[src/rtl/div_unit.sv]
// div_unit: multi-cycle radix-2 restoring RV32M divider (DIV/DIVU/REM/REMU); optional DIV_FAST_PATH_EN
module div_unit #(
  parameter int DATA_WIDTH     = 32,
  parameter int REG_ADDR_WIDTH = 5
) (
  input  logic                      clk,
  input  logic                      rst,
  input  logic                      start_i,
  input  logic [2:0]                op_i,
  input  logic [DATA_WIDTH-1:0]     dividend_i,
  input  logic [DATA_WIDTH-1:0]     divisor_i,
  input  logic [REG_ADDR_WIDTH-1:0] reg_waddr_i,
  input  logic                      flush_i,
  output logic                      busy_o,
  output logic                      ready_o,
  output logic [DATA_WIDTH-1:0]     result_o,
  output logic [REG_ADDR_WIDTH-1:0] reg_waddr_o
);
  localparam int CW = $clog2(DATA_WIDTH) + 1;
  localparam logic [1:0] IDLE = 2'd0;
  localparam logic [1:0] CALC = 2'd1;
  localparam logic [1:0] DONE = 2'd2;
  localparam logic [DATA_WIDTH-1:0] MIN_NEG = {1'b1, {(DATA_WIDTH-1){1'b0}}};

  logic [1:0]                state_q, state_d;
  logic [CW-1:0]             cnt_q, cnt_d;
  logic [DATA_WIDTH-1:0]     rem_q, rem_d;
  logic [DATA_WIDTH-1:0]     quot_q, quot_d;
  logic [DATA_WIDTH-1:0]     dsr_q, dsr_d;
  logic [DATA_WIDTH-1:0]     dvd_q, dvd_d;
  logic [2:0]                op_q, op_d;
  logic [REG_ADDR_WIDTH-1:0] rd_q, rd_d;
  logic                      q_neg_q, q_neg_d;
  logic                      r_neg_q, r_neg_d;
  logic                      dz_q, dz_d;
  logic                      ov_q, ov_d;
  logic [DATA_WIDTH-1:0]     result_q, result_d;
  logic [REG_ADDR_WIDTH-1:0] waddr_q, waddr_d;

  logic                  signed_op, a_neg, b_neg, accept, dz_c, ov_c, fast, ge;
  logic [DATA_WIDTH:0]   rem_next;
  logic [DATA_WIDTH-1:0] q_fix, r_fix, res_c;

  // Operand decode, one restoring step and the final sign/special-case fixup
  always_comb begin
    signed_op = ~op_i[0];
    a_neg     = signed_op & dividend_i[DATA_WIDTH-1];
    b_neg     = signed_op & divisor_i[DATA_WIDTH-1];
    accept    = start_i & ~flush_i & op_i[2];
    dz_c      = divisor_i == '0;
    ov_c      = signed_op & (dividend_i == MIN_NEG) & (divisor_i == '1);
`ifdef DIV_FAST_PATH_EN
    fast      = dz_c | ov_c;
`else
    fast      = 1'b0;
`endif
    rem_next  = {rem_q, quot_q[DATA_WIDTH-1]};
    ge        = rem_next >= {1'b0, dsr_q};
    q_fix     = dz_q ? '1 : ov_q ? MIN_NEG : q_neg_q ? -quot_q : quot_q;
    r_fix     = dz_q ? dvd_q : ov_q ? '0 : r_neg_q ? -rem_q : rem_q;
    res_c     = op_q[1] ? r_fix : q_fix;
  end

  // Next-state logic for the IDLE -> CALC -> DONE sequence
  always_comb begin
    state_d  = state_q;
    cnt_d    = cnt_q;
    rem_d    = rem_q;
    quot_d   = quot_q;
    dsr_d    = dsr_q;
    dvd_d    = dvd_q;
    op_d     = op_q;
    rd_d     = rd_q;
    q_neg_d  = q_neg_q;
    r_neg_d  = r_neg_q;
    dz_d     = dz_q;
    ov_d     = ov_q;
    result_d = result_q;
    waddr_d  = waddr_q;
    if (state_q == IDLE) begin
      if (accept) begin
        quot_d  = a_neg ? -dividend_i : dividend_i;
        dsr_d   = b_neg ? -divisor_i : divisor_i;
        dvd_d   = dividend_i;
        op_d    = op_i;
        rd_d    = reg_waddr_i;
        q_neg_d = a_neg ^ b_neg;
        r_neg_d = a_neg;
        dz_d    = dz_c;
        ov_d    = ov_c;
        rem_d   = '0;
        cnt_d   = '0;
        state_d = fast ? DONE : CALC;
      end
    end else if (state_q == CALC) begin
      if (flush_i) begin
        state_d = IDLE;
      end else begin
        rem_d   = ge ? rem_next[DATA_WIDTH-1:0] - dsr_q : rem_next[DATA_WIDTH-1:0];
        quot_d  = {quot_q[DATA_WIDTH-2:0], ge};
        cnt_d   = cnt_q + 1'b1;
        state_d = (cnt_q == CW'(DATA_WIDTH-1)) ? DONE : CALC;
      end
    end else begin
      state_d  = IDLE;
      result_d = res_c;
      waddr_d  = rd_q;
    end
  end

  // State registers with synchronous reset
  always_ff @(posedge clk) begin
    if (rst) begin
      state_q  <= IDLE;
      cnt_q    <= '0;
      rem_q    <= '0;
      quot_q   <= '0;
      dsr_q    <= '0;
      dvd_q    <= '0;
      op_q     <= '0;
      rd_q     <= '0;
      q_neg_q  <= 1'b0;
      r_neg_q  <= 1'b0;
      dz_q     <= 1'b0;
      ov_q     <= 1'b0;
      result_q <= '0;
      waddr_q  <= '0;
    end else begin
      state_q  <= state_d;
      cnt_q    <= cnt_d;
      rem_q    <= rem_d;
      quot_q   <= quot_d;
      dsr_q    <= dsr_d;
      dvd_q    <= dvd_d;
      op_q     <= op_d;
      rd_q     <= rd_d;
      q_neg_q  <= q_neg_d;
      r_neg_q  <= r_neg_d;
      dz_q     <= dz_d;
      ov_q     <= ov_d;
      result_q <= result_d;
      waddr_q  <= waddr_d;
    end
  end

  assign busy_o      = state_q != IDLE;
  assign ready_o     = state_q == DONE;
  assign result_o    = ready_o ? res_c : result_q;
  assign reg_waddr_o = ready_o ? rd_q : waddr_q;
endmodule

[config.mk]
export PLATFORM = sky130hd
export DESIGN_NAME = div_unit
export DESIGN_NICKNAME = d
export VERILOG_FILES = /design/src/rtl/div_unit.sv
export SDC_FILE = /design/constraint.sdc
export NUM_CORES = 1
export LEC_CHECK = 0
export CORE_MARGIN = 10
export CORE_UTILIZATION = 63
export DETAILED_ROUTE_END_ITERATION = 7
export PLACE_DENSITY = 0.91
export SYNTH_ARGS = -nofsm -noshare
export SYNTH_HDL_FRONTEND = slang
export SYNTH_SLANG_ARGS = --single-unit
[constraint.sdc]
create_clock -name clk -period 7.25 [get_ports clk]
set_input_delay 1.0875 -clock clk [delete_from_list [all_inputs] [get_ports clk]]
set_output_delay 1.0875 -clock clk [all_outputs]
set_load 0.02 [all_outputs]
* Word-level counts from Yosys, hierarchy flattened *
Cells that the tools add are included.

word-level totals
  register bits = 184
  bits in latches = 0
  RAM bits = 0
  ROM bits = 0
  bits of input ports = 76
  output and inout port bits = 39
  word-level logic and storage cells = 75
  memories = 0

operators by class
  $add $sub $neg = 6
  multipliers = 0
  divide/modulo/power cells = 0
  $lt $le $gt $ge = 1
  eq/ne operators = 7
  shift-type cells = 0
  multiplexer cells = 29
  bitwise operators = 11
  reductions and logical operators = 7

operators with widths
  cell                                                                      number
  32-bit two-way mux                                                        19
  32-bit negator                                                            4
  32-bit == test (second input constant)                                    2
  33-bit by 32-bit >= comparator with 1-bit output                          1
  32-bit zero test                                                          1
  32-bit subtractor                                                         1
  6-bit two-way mux                                                         4
  2-bit two-way mux                                                         5
  6-bit by 1-bit adder with 6-bit output (second input constant)            1
  1-bit bitwise AND                                                         6
  6-bit by 5-bit == test with 1-bit output (second input constant)          1
  5-bit two-way mux                                                         1
  1-bit NOT                                                                 4
  2-bit AND reduction                                                       2
  2-bit nonzero test                                                        2
  3-bit AND reduction                                                       1
  2-bit by 1-bit == test with 1-bit output (second input constant)          1
  2-bit == test (second input constant)                                     1
  2-bit zero test                                                           1
  2-bit by 1-bit inequality test with 1-bit output (second input constant)  1
  2-bit inequality test (second input constant)                             1
  1-bit bitwise XOR                                                         1

* Logic depth before layout (Yosys ltp) *
  word-level depth = 6
  mapped depth = 15
  depth with buffers taken out = 14

* Worst setup path after synthesis *
OpenSTA, ideal clock, no wires.

  path kind = reg-to-output
  from = register rem_q[6]
  to = output result_o[28]
  arrival = 3071 ps
  required time = 6162 ps
  slack = 3091 ps
  cell stages (with the launch flop) = 11
  path buffers = 0
  path through = dfxtp_1 or4_4 or4_1 or2_1 nor2_2 nand3_1 a21oi_1 nand2_1 xnor2_1 o31a_1 o31ai_1

on the way
  word-level cells in the longest chain between the ends = 6

RTL lines
  element                          RTL line  source
  start, declared                  27        logic [DATA_WIDTH-1:0] rem_q, rem_d;
  start signal, assigned           131       rem_q <= rem_d;
  32-bit negator                   60        r_fix = dz_q ? dvd_q : ov_q ? '0 : r_neg_q ? -rem_q : rem_q;
  32-bit two-way mux (3 in a row)  60
  32-bit two-way mux               61        res_c = op_q[1] ? r_fix : q_fix;
  32-bit two-way mux               148       assign result_o = ready_o ? res_c : result_q;
  end, declared                    16        output logic [DATA_WIDTH-1:0] result_o,

Every way passes these cells.

* Worst setup path in the final report *
  from = register rem_q[6]
  to = output result_o[18]

Same word-level chain as after synthesis.

==> run metrics <==
fill count=1,465; Sw Share=about 31%; Post-synth ARST share=0%; Synth Register Bits=roughly 180; CP required=a little over 6 ns; # IOs=115; drt wl/cell=18.9 um; top cells by area, synth=dfxtp_1 30%, nand2_1 7.4%, a21oi_1 6.9%; Slew Viols, Final=0; first-pass GRT wire length=just under 60,000 um; Clock Skew=about 0.011 ns; CTS buffer count=17; setup_tns=0 ns; CP endpoint kind=output port; min Tclk post-route=5.27 ns; Mean Syn Cell Area=about 7.2 um^2; path length in cells of the critical path=11; nets=~1,800; internal power=roughly 0.0017 W; clk buf depth=2; routability cong.=1.01; Root Buffer=clkbuf_16; number of port buffers=about 110; Final Hold Viols=0; CP delay by family, top=simple AND/OR/NAND/NOR gates; hold buffers post-CTS=0; Routed WL=between 30,000 and 40,000 um; row cnt=50; sequential share of the synthesized area=30.0%; Power Density=179 nW/um^2; Design Area, Final=approximately 14,000 um^2; status=finished, final reports clean; P&R area growth vs syn=14.4%; DRT Pass-1 Iters=7; area of the core=around 19,000 um^2; hold depth=2; post-route ant nets=0; top-count cell post-synth=nand2_1; post-CTS setup buffers=0; DP Wirelength=between 20,000 and 30,000 um; max_cap viols=0; Combinational Power Share=20.9%; DIE AREA=about 25,000 um^2; RR Startpoint=rem_q[0]$_SDFFE_PP0P_; worst path buffer plus inverter count=1; largest stage delay on the critical path=~0.63 ns; initial core utilization=64.7%; fin util=about three quarters; Final period util=about 73%; VDD IR max=just under 0.2 mV; vias in the first global route=between 10,000 and 15,000; Post-synth EDFFs=0; cells on worst reg2reg path=12; sequential power share=42.5%; Reg2Reg Capture Point=rem_q[10]$_SDFFE_PP0P_; vias=roughly 13,000; CP endpoint=result_o[18]; htree depth=4; area post-placement=between 10,000 and 15,000 um^2; Skew-Pair Late Insertion Delay=~0.45 ns; Max Fclk=roughly 190 MHz; Synth Flop Type=dfxtp_1; initial drt markers=approximately 1,700; CP max stage cell=clkdlybuf4s50_1; synth unique cells=65; WS Path Type=flop to output port; Slew headroom=approximately 20%; PostCTS Resize Cnt=0; Synth top area share=30.0%; area leader, netlist=dfxtp_1; Post-Syn Nets=approximately 1,800; initial antenna violation count=0; unrepaired setup endpoints after global routing=false; yosys warns=0; largest net degree at the start of global routing=between 100 and 150; worst slew pin tran=about 1.2 ns; CP Data Arrival Time=between 4 and 5 ns; largest fanout on the critical path=8; Via density=about 6.4; Critical Path Source Type=flop; CP Launch Point=rem_q[6]$_SDFFE_PP0P_; Post-synth top cells=241 x nand2_1, 204 x nor2_1, 183 x dfxtp_1; gr usage total=28.0%; Final Setup Violations=0; Cells after Synth=~1,700; share of cells above drive strength 1=about 4%; NetSw=approximately 0.00078 W; Clock power frac=between 30 and 40%; Reg clk slew, reported paths=approximately 0.070 ns; Netlist Area Pre-Place=12,200 um^2; LEAKAGE=5.19 nW; Post-route DRC=0; min-delay worst type=flop to flop; CTS tree=done; total gr overflow=0; flop-to-flop setup slack=3.15 ns; clk sinks=between 150 and 200; die width=approximately 160 um; crit-path cells=or4_4 -> or4_1 -> or2_1 -> nor2_2 -> nand2_1 -> a21oi_1 -> xor2_1 -> a2111oi_0 -> nor2b_1 -> o21ai_0 -> clkdlybuf4s50_1; Die Span Y=~160 um; ANT cells=0
layout make-up:
class / instances / area [um^2] / area share [%]
inverters: 62 / 233 / 1.66
clock buffers: 19 / 443 / 3.17
flip-flops and latches: 183 / 3660 / 26.2
multi-input cells: 1333 / 7940 / 56.8
well taps: 260 / 325 / 2.33
clock inverters: 13 / 121 / 0.868
repair buffers: 130 / 1260 / 9.00
layer usage:
metal,part of all wire (%),vias up,global-route usage [%]
met5,0,-,0
li1,-,6040,-
met4,2.6,0,8.85
met1,41,5848,37.5
met2,44,773,44.0
met3,12,94,6.20
metrics by stage:
step | instances | hold WS (ns) | worst slack [ns] | power, W
after global routing | 2000 | 0.472 | 1.64 | 0.00258
after global placement | 1968 | 0.440 | 2.55 | 0.00158
final | 2000 | 0.455 | 1.98 | 0.00250
after CTS | 2000 | 0.454 | 2.03 | 0.00248
after detailed placement | 1968 | 0.444 | 2.53 | 0.00159
after floorplan | 1688 | 0.432 | 3.09 | 0.00143
worst min path at each step:
stage | start | end | slack (ns)
floorplan | dsr_q[20]$_SDFFE_PP0P_ | dsr_q[20]$_SDFFE_PP0P_ | 0.43
global placement | dvd_q[16]$_SDFFE_PP0P_ | dvd_q[16]$_SDFFE_PP0P_ | 0.44
detailed placement | dvd_q[21]$_SDFFE_PP0P_ | dvd_q[21]$_SDFFE_PP0P_ | 0.44
CTS | dvd_q[11]$_SDFFE_PP0P_ | dvd_q[11]$_SDFFE_PP0P_ | 0.45
global route | dvd_q[19]$_SDFFE_PP0P_ | dvd_q[19]$_SDFFE_PP0P_ | 0.47
finish | dvd_q[13]$_SDFFE_PP0P_ | dvd_q[13]$_SDFFE_PP0P_ | 0.46
registers in the layout, summed over array words and instances (netlist names):
signal    count
op_q          1
dz_q          1
ov_q          1
q_neg_q       1
state_q       2
r_neg_q       1
dvd_q        32
rem_q        32
quot_q       32
dsr_q        32
result_q     32
cnt_q         6
waddr_q       5
rd_q          5
tightest hold or removal path: stages, from the launching register on:
cell and delay [ns]:
dfxtp_1 0.31, nand2_1 0.05, a21oi_1 0.05
logic make-up (layout without fill, tap and decap cells):
kind of cell	after synthesis	in the layout	synth area share [%]
AND/OR/NAND/NOR	600	600	21.8
flip-flops	183	183	30.0
multiplexers	13	13	1.09
XOR/XNOR	143	143	10.3
buffers and inverters	172	224	5.33
adder cells (fa/ha/maj)	39	39	4.06
AO/OA/AOI/OAI	538	538	27.5
power groups by stage:
stage               Sequential (W)  Combinational (W)  Clock, W
finish                     0.00106           0.000524  0.000916
CTS                        0.00106           0.000511  0.000910
global route               0.00106           0.000567  0.000952
detailed placement         0.00108           0.000504         0
global placement           0.00108           0.000493         0
floorplan                  0.00107           0.000354         0
cell usage in the layout (no fill, tap or decap), types with 9 or more instances in the layout:
cell type	n
o21ai_0	123
nand3_1	20
clkdlybuf4s50_1	113
a21o_1	19
o41ai_1	15
nand4_1	18
xnor2_1	69
o21a_1	18
nor2b_1	13
a21boi_0	18
dfxtp_1	183
nand2_1	241
nor4_1	16
buf_4	17
or3_1	10
xor2_1	74
nor3_1	30
clkbuf_16	17
ha_1	38
or4_1	10
a32oi_1	9
o31ai_1	28
nor2_1	202
inv_1	61
a211oi_1	73
o22ai_1	14
a21oi_1	168
mux2i_1	11
nand2b_1	10
Power figures use the tool's default switching activity.
